**src/rtl/wallace_mult_pipe.sv**
```systemverilog
// rtl/wallace_mult_pipe.sv - pipelined Wallace-tree multiplier, unsigned or Baugh-Wooley signed per transaction
module wallace_mult_pipe #(
    parameter int WIDTH       = 8,
    parameter int PIPE_STAGES = 3
) (
    input  logic                 clk,
    input  logic                 rst,
    input  logic                 in_valid,
    output logic                 in_ready,
    input  logic                 in_signed,
    input  logic [WIDTH-1:0]     in_a,
    input  logic [WIDTH-1:0]     in_b,
    output logic                 out_valid,
    input  logic                 out_ready,
    output logic [2*WIDTH-1:0]   out_prod
);

    localparam int PW   = 2 * WIDTH;
    localparam int ROWS = WIDTH + 1;

    typedef logic [ROWS-1:0][PW-1:0] rows_t;

    function automatic int rows_after(input int layers);
        int r;
        r = ROWS;
        for (int i = 0; i < layers; i++) r = 2 * (r / 3) + r % 3;
        return r;
    endfunction

    function automatic int count_layers();
        int r;
        int n;
        r = ROWS;
        n = 0;
        for (int i = 0; i < 64; i++) begin
            if (r > 2) begin
                r = 2 * (r / 3) + r % 3;
                n++;
            end
        end
        return n;
    endfunction

    localparam int LAYERS = count_layers();

    // Layer l lives in stage floor(l*S/L): layers spread evenly, CPA stays in the last stage.
    function automatic int stage_of(input int l);
        return (l * PIPE_STAGES) / LAYERS;
    endfunction

    function automatic int first_layer(input int s);
        int res;
        res = -1;
        for (int l = LAYERS - 1; l >= 0; l--) if (stage_of(l) == s) res = l;
        return res;
    endfunction

    function automatic int last_layer(input int s);
        int res;
        res = -1;
        for (int l = 0; l < LAYERS; l++) if (stage_of(l) == s) res = l;
        return res;
    endfunction

    // One Wallace layer: every complete triple of rows goes through 3:2 counters, leftovers pass
    // straight down. Columns holding only two live bits collapse to half adders.
    function automatic rows_t csa_layer(input rows_t x, input int n);
        rows_t y;
        int    g;
        y = '0;
        g = n / 3;
        for (int k = 0; k < ROWS / 3; k++) begin
            if (k < g) begin
                y[2*k]   = x[3*k] ^ x[3*k+1] ^ x[3*k+2];
                y[2*k+1] = ((x[3*k] & x[3*k+1]) | (x[3*k] & x[3*k+2]) | (x[3*k+1] & x[3*k+2])) << 1;
            end
        end
        for (int k = 0; k < 2; k++) begin
            if (k < n % 3) y[2*g+k] = x[3*g+k];
        end
        return y;
    endfunction

    rows_t                  pp;
    logic [PIPE_STAGES-1:0] vld;
    logic [PW-1:0]          prod_q;
    logic                   advance;

    // Baugh-Wooley: invert the terms with exactly one sign bit, add 2^W + 2^(2W-1).
    always_comb begin
        pp = '0;
        for (int i = 0; i < WIDTH; i++) begin
            for (int j = 0; j < WIDTH; j++) begin
                pp[i][i+j] = (in_a[j] & in_b[i]) ^
                             (in_signed & ((i == WIDTH - 1) != (j == WIDTH - 1)));
            end
        end
        if (in_signed) begin
            pp[WIDTH][WIDTH] = 1'b1;
            pp[WIDTH][PW-1]  = 1'b1;
        end
    end

    for (genvar l = 0; l < LAYERS; l++) begin : g_layer
        localparam int SL = stage_of(l);
        rows_t din;
        rows_t dout;
        if (l == first_layer(SL)) begin : g_head
            if (SL == 0) begin : g_first
                assign din = pp;
            end else begin : g_from_reg
                assign din = g_stage[SL-1].g_reg.bank_q;
            end
        end else begin : g_chain
            assign din = g_layer[l-1].dout;
        end
        assign dout = csa_layer(din, rows_after(l));
    end

    for (genvar s = 0; s < PIPE_STAGES; s++) begin : g_stage
        localparam int LL = last_layer(s);
        rows_t dout;
        if (LL >= 0) begin : g_tail
            assign dout = g_layer[LL].dout;
        end else if (s == 0) begin : g_pass_pp
            assign dout = pp;
        end else begin : g_pass_reg
            assign dout = g_stage[s-1].g_reg.bank_q;
        end

        if (s < PIPE_STAGES - 1) begin : g_reg
            rows_t bank_q;
            always_ff @(posedge clk) begin
                if (rst) begin
                    bank_q <= '0;
                end else if (advance) begin
                    bank_q <= dout;
                end
            end
        end else begin : g_cpa
            always_ff @(posedge clk) begin
                if (rst) begin
                    prod_q <= '0;
                end else if (advance) begin
                    prod_q <= dout[0] + dout[1];
                end
            end
        end
    end

    always_ff @(posedge clk) begin
        if (rst) begin
            vld <= '0;
        end else if (advance) begin
            vld <= (vld << 1) | PIPE_STAGES'(in_valid);
        end
    end

    assign out_valid = vld[PIPE_STAGES-1];
    assign advance   = !out_valid | out_ready;
    assign in_ready  = advance | rst;
    // Bubble stages may carry stale data; mask it at the port.
    assign out_prod  = out_valid ? prod_q : '0;

endmodule
```
**config.mk**
```make
export PLATFORM = sky130hd
export DESIGN_NAME = wallace_mult_pipe
export DESIGN_NICKNAME = d
export VERILOG_FILES = /design/src/rtl/wallace_mult_pipe.sv
export SDC_FILE = /design/constraint.sdc
export NUM_CORES = 1
export LEC_CHECK = 0
export CORE_UTILIZATION = 40
export CTS_CLUSTER_SIZE = 14
export DETAILED_ROUTE_END_ITERATION = 16
export GPL_ROUTABILITY_DRIVEN = 0
export SETUP_SLACK_MARGIN = 0.5
export SLEW_MARGIN = 20
export SYNTH_ARGS = -nofsm -noshare
export SYNTH_HDL_FRONTEND = slang
export SYNTH_SLANG_ARGS = --single-unit
```
**constraint.sdc**
```tcl
create_clock -name clk -period 4.1 [get_ports clk]
set_input_delay 0.615 -clock clk [delete_from_list [all_inputs] [get_ports clk]]
set_output_delay 0.615 -clock clk [all_outputs]
set_load 0.01 [all_outputs]
```
==> impl_metrics.json <==
{
  "status": "completed",
  "cap_violations": 0,
  "num_vias": 4076,
  "cp.buffers_inverters": 3,
  "synth_cells": 640,
  "setup_viol": 0,
  "end_kind": "output port",
  "synth.most_common_cell": "nand2_1",
  "crit_fanout": 45,
  "multiInputGateArea_um2": 3260,
  "htree_levels": 3,
  "ys_warn_count": 0,
  "postCtsSetupBuffers": 0,
  "crit_required_ns": 3.48,
  "period_needed_ns": 2.91,
  "finalMaxSlewViolations": 0,
  "portBuffers": 38,
  "start_util": 0.409,
  "drive_gt1_frac": 0.0378,
  "leakage_uw": 0.00254,
  "avgViaCountPerCell": 4.87,
  "cts_buffer_depth": 2,
  "drt_iter0_drc": 254,
  "wl_um": 10800,
  "synth.area.top_cells": "dfxtp_1 35%, fa_1 14%, nand2_1 14%",
  "synthFlopType": "dfxtp_1",
  "slowest_stage": "clkdlybuf4s50_1",
  "drc": 0,
  "synth_compound_area_frac": 0.120,
  "hold_path.class": "reg2reg",
  "yosys.area.top_type_share": 0.353,
  "path_cells": "clkdlybuf4s50_1, nand2b_4, nor2_1, inv_1, clkdlybuf4s50_1",
  "synth.mux.area_fraction": 0,
  "cpPeakStageDelay_ns": 0.53,
  "ys_types": 41,
  "async_flop_share": 0,
  "worstPathArrival_ns": 2.30,
  "drt_pass1_iterations": 4,
  "ys_top_cells_by_count": "196 x nand2_1, 95 x dfxtp_1, 93 x a21oi_1, 54 x and2_1, 38 x fa_1",
  "peakVddDrop_v": 0.000246,
  "ctsResizeCount": 0,
  "worstSetupStartpointType": "primary input",
  "gr-total-overflow": 0,
  "final_nets": 748,
  "postSynthAreaPerCell_um2": 8.42,
  "grt_first_pass_wirelength_um": 18600,
  "hold_viol": 0,
  "wire_per_inst_um": 12.9,
  "relSlewSlack": 0.353,
  "clkSlewWorstSetupHoldPaths_ns": 0.06,
  "ys_seq_elements": 95,
  "grt_max_degree": 64,
  "tightest_slew_ns": 0.968,
  "numCtsBuffers": 9,
  "crit_family": "buffers and inverters",
  "setup_ws_ns": 1.19,
  "synthXorXnorAreaFrac": 0.0309,
  "setup_tns_ns": 0,
  "antenna_found_initial": 0,
  "pre_cts_ws_ns": 1.16,
  "fill_cells": 1294,
  "die-width_um": 118,
  "stdcell_area_um2": 6160,
  "finalCritPeriodShare": 0.711,
  "boundaryPins": 39,
  "cts_tree": "yes",
  "syn_nets": 732,
  "yosys.area_share.simple": 0.234,
  "clockRootBuffer": "clkbuf_16",
  "antenna_cells": 0,
  "synth_edf_count": 0,
  "synth_area_leader_cell": "dfxtp_1",
  "seqCellArea_um2": 1900,
  "dieHeight_um": 118,
  "clock_skew_ns": 0.00499,
  "cts_hold_buf": 0,
  "synth_top_family_by_area": "simple AND/OR/NAND/NOR gates",
  "criticalPathCategory": "in2out",
  "crit_top_cell": "clkdlybuf4s50_1",
  "final_antenna_net_count": 0,
  "design.die.area_um2": 13900,
  "dpl_cell_area_um2": 5870,
  "fmax_mhz": 343,
  "yosys.area_share.adder": 0.218,
  "rsz0062_at_grt": "no",
  "seq_area_frac_synth": 0.353,
  "p_total_uw": 2370,
  "track_usage": 0.164,
  "syn_to_final_growth_pct": 14.3,
  "rows": 42,
  "clk_latency_ns": 0.34,
  "netlist_area_um2": 5390,
  "cts_sinks": 95,
  "core_um2": 13200,
  "grt_pass1_vias": 3843,
  "powerDensity_nw_per_um2": 385,
  "dp_hpwl_um": 7870
}
[per-layer routing]
metal / vias to the layer above / track usage / wire length [µm]
met1: 1891 / 0.241 / 5600
met3: 12 / 0.0271 / 341
met4: 0 / 0.0553 / 133
met5: - / 0 / 0
li1: 2107 / - / -
met2: 66 / 0.243 / 4710
[area by class of cell]
type / instances / share of cell area
Clock buffer: 13 / 0.0406
Clock inverter: 3 / 0.00690
Inverter: 18 / 0.0110
Multi-Input combinational cell: 490 / 0.530
Sequential cell: 95 / 0.309
Tap cell: 176 / 0.0357
Timing Repair Buffer: 42 / 0.0678
[cell families after synthesis]
kind of cell,count (synthesis)
flops,95
simple gates,282
compound gates,118
buf+inv,55
fa+ha+maj,71
xor+xnor,19
[worst paths after layout]
check | from | endpoint | slack [ns] | cells past startpoint
max | out_ready | in_ready | 1.19 | 5
min | prod_q[9]$_SDFFE_PP0P_ | prod_q[9]$_SDFFE_PP0P_ | 0.45 | 2
max reg2reg | g_layer[3].din[5]$_SDFFE_PP0P_ | prod_q[13]$_SDFFE_PP0P_ | 1.67 | 8
min reg2reg | prod_q[9]$_SDFFE_PP0P_ | prod_q[9]$_SDFFE_PP0P_ | 0.45 | 2
[power by group]
part           switching [µW]  internal, µW
clock network             332           489
logic                     260           213
registers                60.9          1020
total                     653          1720
[tightest hold or removal path, cell delays in order (launching register included)]
cell and delay, ns:
dfxtp_1 0.30, nand2_1 0.05, a21oi_1 0.05
[sequential cells by signal (all words and copies together), names as in the netlist]
signal / flops
g_layer.din: 76
prod_q: 16
vld: 3
[cell usage in the layout (no fill, tap or decap), types with 5 or more instances in the layout]
| cell type | count |
|---|---|
| nor2_1 | 12 |
| and2_1 | 54 |
| clkdlybuf4s50_1 | 37 |
| fa_1 | 38 |
| nand2_1 | 196 |
| clkbuf_16 | 9 |
| ha_1 | 33 |
| dfxtp_1 | 95 |
| o21ai_0 | 5 |
| a211oi_1 | 6 |
| xnor2_1 | 15 |
| inv_1 | 18 |
| a21oi_1 | 93 |
[through the flow]
step | utilization | hold slack [ns] | instances
2_1_floorplan | - | 0.417 | 640
3_3_place_gp | 0.445 | 0.434 | 821
3_5_place_dp | 0.445 | 0.442 | 821
4_1_cts | 0.467 | 0.450 | 837
5_1_grt | 0.467 | 0.463 | 837
6_report | 0.467 | 0.446 | 837
Power figures use the tool's default switching activity.
